<file path="src/rtl/load_store_unit.sv">
// load_store_unit: bridges pipeline load/store requests onto a simple
// request/acknowledge data bus, one transaction at a time.
//
// Ports:
//   clk, rst            rising-edge clock, synchronous active-high reset
//   req_valid/req_ready request handshake (ready only while idle)
//   req_write           1 = store, 0 = load
//   req_size            00 word, 01 half, 10 byte, 11 illegal
//   req_signed          sign-extend load result
//   req_addr/req_wdata  byte address, right-aligned store data
//   resp_valid          one-cycle response pulse
//   resp_err            misaligned, illegal size or bus timeout
//   resp_rdata          extended load data (0 for stores and errors)
//   DAD/MREQ/WRITE/SIZE bus address, request, direction, size
//   ddt_o/ddt_oe/ddt_i  bus write data, its driver enable, read data
//   ACKD_n              bus acknowledge, active-low
module load_store_unit #(
    parameter int TIMEOUT   = 255,
    parameter int BIT_WIDTH = 32
) (
    input  logic                 clk,
    input  logic                 rst,
    input  logic                 req_valid,
    output logic                 req_ready,
    input  logic                 req_write,
    input  logic [1:0]           req_size,
    input  logic                 req_signed,
    input  logic [BIT_WIDTH-1:0] req_addr,
    input  logic [BIT_WIDTH-1:0] req_wdata,
    output logic                 resp_valid,
    output logic                 resp_err,
    output logic [BIT_WIDTH-1:0] resp_rdata,
    output logic [BIT_WIDTH-1:0] DAD,
    output logic                 MREQ,
    output logic                 WRITE,
    output logic [1:0]           SIZE,
    output logic [BIT_WIDTH-1:0] ddt_o,
    output logic                 ddt_oe,
    input  logic [BIT_WIDTH-1:0] ddt_i,
    input  logic                 ACKD_n
);

    typedef enum logic [1:0] {
        IDLE,
        BUS,
        RESP
    } state_t;

    // Last counter value that still waits; the next unacked edge aborts.
    localparam logic [7:0] CNT_LAST = 8'(TIMEOUT - 1);

    state_t               state;
    logic [7:0]           cnt;
    logic                 sgn_q;
    logic                 fault;
    logic [BIT_WIDTH-1:0] wdata_al;
    logic [BIT_WIDTH-1:0] rdata_ext;

    always_comb begin
        fault = 1'b0;
        case (req_size)
            2'b00:   fault = (req_addr[1:0] != 2'b00);
            2'b01:   fault = req_addr[0];
            2'b11:   fault = 1'b1;
            default: fault = 1'b0;
        endcase
    end

    always_comb begin
        wdata_al = req_wdata;
        case (req_size)
            2'b01:   wdata_al = {{(BIT_WIDTH-16){1'b0}}, req_wdata[15:0]};
            2'b10:   wdata_al = {{(BIT_WIDTH-8){1'b0}}, req_wdata[7:0]};
            default: wdata_al = req_wdata;
        endcase
    end

    // Extension uses the latched size/sign, since the request fields
    // may change once the request has been accepted.
    always_comb begin
        rdata_ext = ddt_i;
        case (SIZE)
            2'b01:   rdata_ext = {{(BIT_WIDTH-16){sgn_q & ddt_i[15]}},
                                  ddt_i[15:0]};
            2'b10:   rdata_ext = {{(BIT_WIDTH-8){sgn_q & ddt_i[7]}},
                                  ddt_i[7:0]};
            default: rdata_ext = ddt_i;
        endcase
    end

    always_ff @(posedge clk) begin
        if (rst) begin
            state      <= IDLE;
            req_ready  <= 1'b0;
            MREQ       <= 1'b0;
            WRITE      <= 1'b0;
            SIZE       <= 2'b00;
            DAD        <= '0;
            ddt_o      <= '0;
            ddt_oe     <= 1'b0;
            resp_valid <= 1'b0;
            resp_err   <= 1'b0;
            resp_rdata <= '0;
            cnt        <= 8'd0;
            sgn_q      <= 1'b0;
        end else begin
            unique case (state)
                IDLE: begin
                    resp_valid <= 1'b0;
                    resp_err   <= 1'b0;
                    resp_rdata <= '0;
                    if (req_valid && req_ready) begin
                        req_ready <= 1'b0;
                        if (fault) begin
                            // No bus cycle for a faulty request.
                            state      <= RESP;
                            resp_valid <= 1'b1;
                            resp_err   <= 1'b1;
                        end else begin
                            state  <= BUS;
                            MREQ   <= 1'b1;
                            DAD    <= req_addr;
                            WRITE  <= req_write;
                            SIZE   <= req_size;
                            sgn_q  <= req_signed;
                            cnt    <= 8'd0;
                            ddt_oe <= req_write;
                            ddt_o  <= req_write ? wdata_al : '0;
                        end
                    end else begin
                        req_ready <= 1'b1;
                    end
                end
                BUS: begin
                    // Acknowledge wins over a timeout on the same edge.
                    if (!ACKD_n) begin
                        state      <= RESP;
                        MREQ       <= 1'b0;
                        ddt_oe     <= 1'b0;
                        ddt_o      <= '0;
                        resp_valid <= 1'b1;
                        resp_err   <= 1'b0;
                        resp_rdata <= WRITE ? '0 : rdata_ext;
                    end else if (cnt == CNT_LAST) begin
                        state      <= RESP;
                        MREQ       <= 1'b0;
                        ddt_oe     <= 1'b0;
                        ddt_o      <= '0;
                        resp_valid <= 1'b1;
                        resp_err   <= 1'b1;
                        resp_rdata <= '0;
                    end else begin
                        cnt <= cnt + 8'd1;
                    end
                end
                RESP: begin
                    state      <= IDLE;
                    resp_valid <= 1'b0;
                    resp_err   <= 1'b0;
                    resp_rdata <= '0;
                    req_ready  <= 1'b1;
                end
                default: begin
                    state <= IDLE;
                end
            endcase
        end
    end

endmodule

</file>
<file path="config.mk">
export PLATFORM = sky130hd
export DESIGN_NAME = load_store_unit
export DESIGN_NICKNAME = d
export VERILOG_FILES = /design/src/rtl/load_store_unit.sv
export SDC_FILE = /design/constraint.sdc
export NUM_CORES = 1
export LEC_CHECK = 0
export ABC_CLOCK_PERIOD_IN_PS = 2400
export BUFFER_PORTS_ARGS = -buffer_cell sky130_fd_sc_hd__clkbuf_2
export CELL_PAD_IN_SITES_DETAIL_PLACEMENT = 2
export CELL_PAD_IN_SITES_GLOBAL_PLACEMENT = 2
export CORE_UTILIZATION = 28
export DETAILED_ROUTE_END_ITERATION = 8
export PLACE_DENSITY = 0.83
export RECOVER_POWER = 100
export SYNTH_ARGS = -nofsm -noshare
export SYNTH_HDL_FRONTEND = slang
export SYNTH_SLANG_ARGS = --single-unit
</file>
<file path="constraint.sdc">
create_clock -name clk -period 2.4 [get_ports clk]
set_input_delay 0.12 -clock clk [delete_from_list [all_inputs] [get_ports clk]]
set_output_delay 0.12 -clock clk [all_outputs]
set_load 0.05 [all_outputs]
</file>
==> metrics.md <==
| Metric | Value |
|---|---|
| Max frequency | `around 450 MHz` |
| Critical Path RT | `~2800 ps` |
| Tmin final | `2240 ps` |
| Setup total negative slack | `0 ps` |
| Antenna cell count | `0` |
| Die area | `0.0185 sq mm` |
| Critical path endpoint category | `flip-flop` |
| Most frequent cell after synthesis | `dfxtp_1` |
| Vias in the first global route | `roughly 6000` |
| Avg Cell Area, Syn | `9.46 sq um` |
| Starting Density | `28.8%` |
| Clock Tree Root | `clkbuf_16` |
| Worst-Margin Slew | `approximately 860 ps` |
| CTS resizes | `0` |
| Worst R2R Start | `state[1]` |
| Routed wire length | `around 21000 um` |
| DR DRC count | `0` |
| Clk slew on worst S/H paths | `around 60 ps` |
| Min-delay src | `ddt_i[22]` |
| Hold Crit Class | `in -> reg` |
| Crit path kind | `reg -> reg` |
| Clock sinks | `approximately 120` |
| Number of synthesized flops with an enable pin | `0` |
| Gr usage total | `23.6%` |
| Final Hold Fails | `0` |
| # nets final | `~920` |
| CTS tree | `yes` |
| Commonest cells post-synth | `115 x dfxtp_1, 52 x a21oi_1, 43 x o21ai_0` |
| Overflow after GRT | `0` |
| Top cell type's share of synthesized area | `around 46%` |
| Post-synthesis async set-or-reset flop share | `0%` |
| Port Buf Inserts | `a little over 200` |
| Skew-Pair Late Insertion Delay | `about 420 ps` |
| Die span in y | `between 100 and 150 um` |
| Yosys Warn Count | `0` |
| Power density over the cells | `between 900 and 1000 mW/mm^2` |
| Mapped Cells | `approximately 530` |
| Finish-stage setup viols | `0` |
| Deepest clock path buffer count | `2` |
| Starting DRT DRC Count | `approximately 220` |
| Status | `completed` |
| DR WL/cell | `approximately 20 um` |
| Synth top area cells | `dfxtp_1 46%, a22o_1 5.6%, a21oi_1 5.2%, o21ai_0 4.3%, nand3_1 4.0%` |
| Max-Cap Viols | `0` |
| Final Cycle Share | `roughly 93%` |
| Sequential area share after synthesis | `a little under half` |
| Dpl cell area | `0.00628 sq mm` |
| Gpl congestion | `0.793` |
| Static leakage power | `slightly below 0.003 uW` |
| Core box area | `about 0.017 sq mm` |
| TritonCTS Buffers | `17` |
| Finished Core Util | `a little over two fifths` |
| Setup crit start | `state[1]` |
| Critical path arrival | `around 2600 ps` |
| Yosys reg bits | `~120` |
| Hold_ws | `18.2 ps` |
| Design area | `roughly 0.0075 sq mm` |
| H-tree Lvls | `4` |
| Final ANT Viol Nets | `0` |
| Crit-path max FO | `8` |
| Cell variety after synth | `56` |
| Avg Vias per Cell | `a little over 5` |
| Antenna violations before repair | `0` |
| Ratio of cells with drive above 1 in the final layout | `22.1%` |
| Final Skew | `~10 ps` |
| Pin count of the biggest net entering global routing | `52` |
| Post-DP HPWL | `~13000 um` |
| Synthesized area | `about 0.0050 sq mm` |
| RSZ-0062 raised after global routing | `no` |
| Synthesized Nets | `about 650` |
| Max-slew violations | `0` |
| Die Wd | `136 um` |
| Pre-antenna DRT Iters | `4` |
| Peak supply drop | `just under 0.0006 V` |
| Layout Area Growth over Synthesis | `49.1%` |
| Via count | `approximately 5400` |
| Area leader, netlist | `dfxtp_1` |
| Top_reg_cell synth | `dfxtp_1` |
| First-pass GRT wire length | `between 30000 and 40000 um` |
| Io pins | `approximately 210` |
| Normalized max-slew margin | `42.8%` |
| Rows | `48` |
| Startpoint types | `flip-flop` |
| Filler Cell Count | `between 1500 and 2000` |
-- kinds of logic (layout without fill, tap and decap cells) --
| family | after synthesis | after routing | share of synthesized area (%) |
|---|---|---|---|
| adder cells (fa/ha/maj) | 13 | 13 | 3.24 |
| AO/OA/AOI/OAI | 193 | 193 | 26.8 |
| buffers and inverters | 60 | 347 | 5.16 |
| multiplexers | 17 | 17 | 3.61 |
| AND/OR/NAND/NOR | 133 | 133 | 15.3 |
| flip-flops | 115 | 115 | 45.9 |
-- report_power, final --
part / internal, uW / total (uW) / switching [uW]
logic: 560 / 2040 / 1480
registers: 2060 / 2170 / 108
clock network: 1550 / 2590 / 1030
total: 4170 / 6790 / 2620
-- repair_timing --
action	in CTS	in global routing
hold buffers	75	0
setup endpoints to repair	0	1
setup buffers	0	0
endpoints found under the hold margin	75	0
-- cell type report --
cell class                      count  area [sq um]  share of cell area [%]
Clock buffer                       17           425                    5.68
Multi-Input combinational cell    356          2470                    32.9
Timing Repair Buffer              300          1790                    23.9
Sequential cell                   115          2300                    30.7
Inverter                           15          56.3                   0.752
Tap cell                          225           282                    3.76
Clock inverter                     15           170                    2.27
-- sequential cells by signal, indices dropped and copies added (netlist names) --
name,count
DAD,32
MREQ,1
SIZE,2
WRITE,1
cnt,8
ddt_o,32
ddt_oe,1
req_ready,1
resp_err,1
resp_rdata,32
resp_valid,1
sgn_q,1
state,2
-- routing by layer --
metal / share of wire (%) / global-route usage [%] / vias to the layer above
met5: 0 / 0 / -
met4: 2.3 / 9.88 / 0
met3: 4.6 / 4.74 / 37
met2: 52 / 41.9 / 176
met1: 41 / 27.4 / 2681
li1: - / - / 2521
-- cell usage in the layout (no fill, tap or decap), types with 12 or more instances in the layout --
cell type,netlist,final
o31ai_1,17,17
ha_1,13,12
dlygate4sd3_1,0,75
a22o_1,32,32
clkbuf_1,28,104
nor2b_1,27,27
o211ai_1,17,17
clkbuf_16,0,17
inv_1,12,13
nand3_1,40,40
buf_4,0,16
dfxtp_1,115,115
a21oi_1,52,52
nand2_1,36,36
clkbuf_2,0,105
o21ai_0,43,43
-- path summary, 6_finish.rpt --
path                    end  slack, ps  cells past startpoint
max               ddt_o[14]        160                      6
min          resp_rdata[22]         20                      3
max reg2reg       ddt_o[14]        160                      6
min reg2reg   resp_rdata[2]        460                      2
-- stage by stage --
step,total power [uW],std cells,setup WS (ps)
floorplan,3540,531,251
global placement,4060,936,356
detailed placement,4160,936,209
CTS,6840,1043,142
global route,7080,1043,49.5
finish,6790,1043,163
-- critical path, stage by stage (launching register included) --
cell and delay, ps:
dfxtp_1 400, inv_1 90, ha_1 210, inv_1 240, nand3_1 360, a2111oi_4 620
a22o_1 250
No activity file was read; power rests on OpenSTA's default activity.
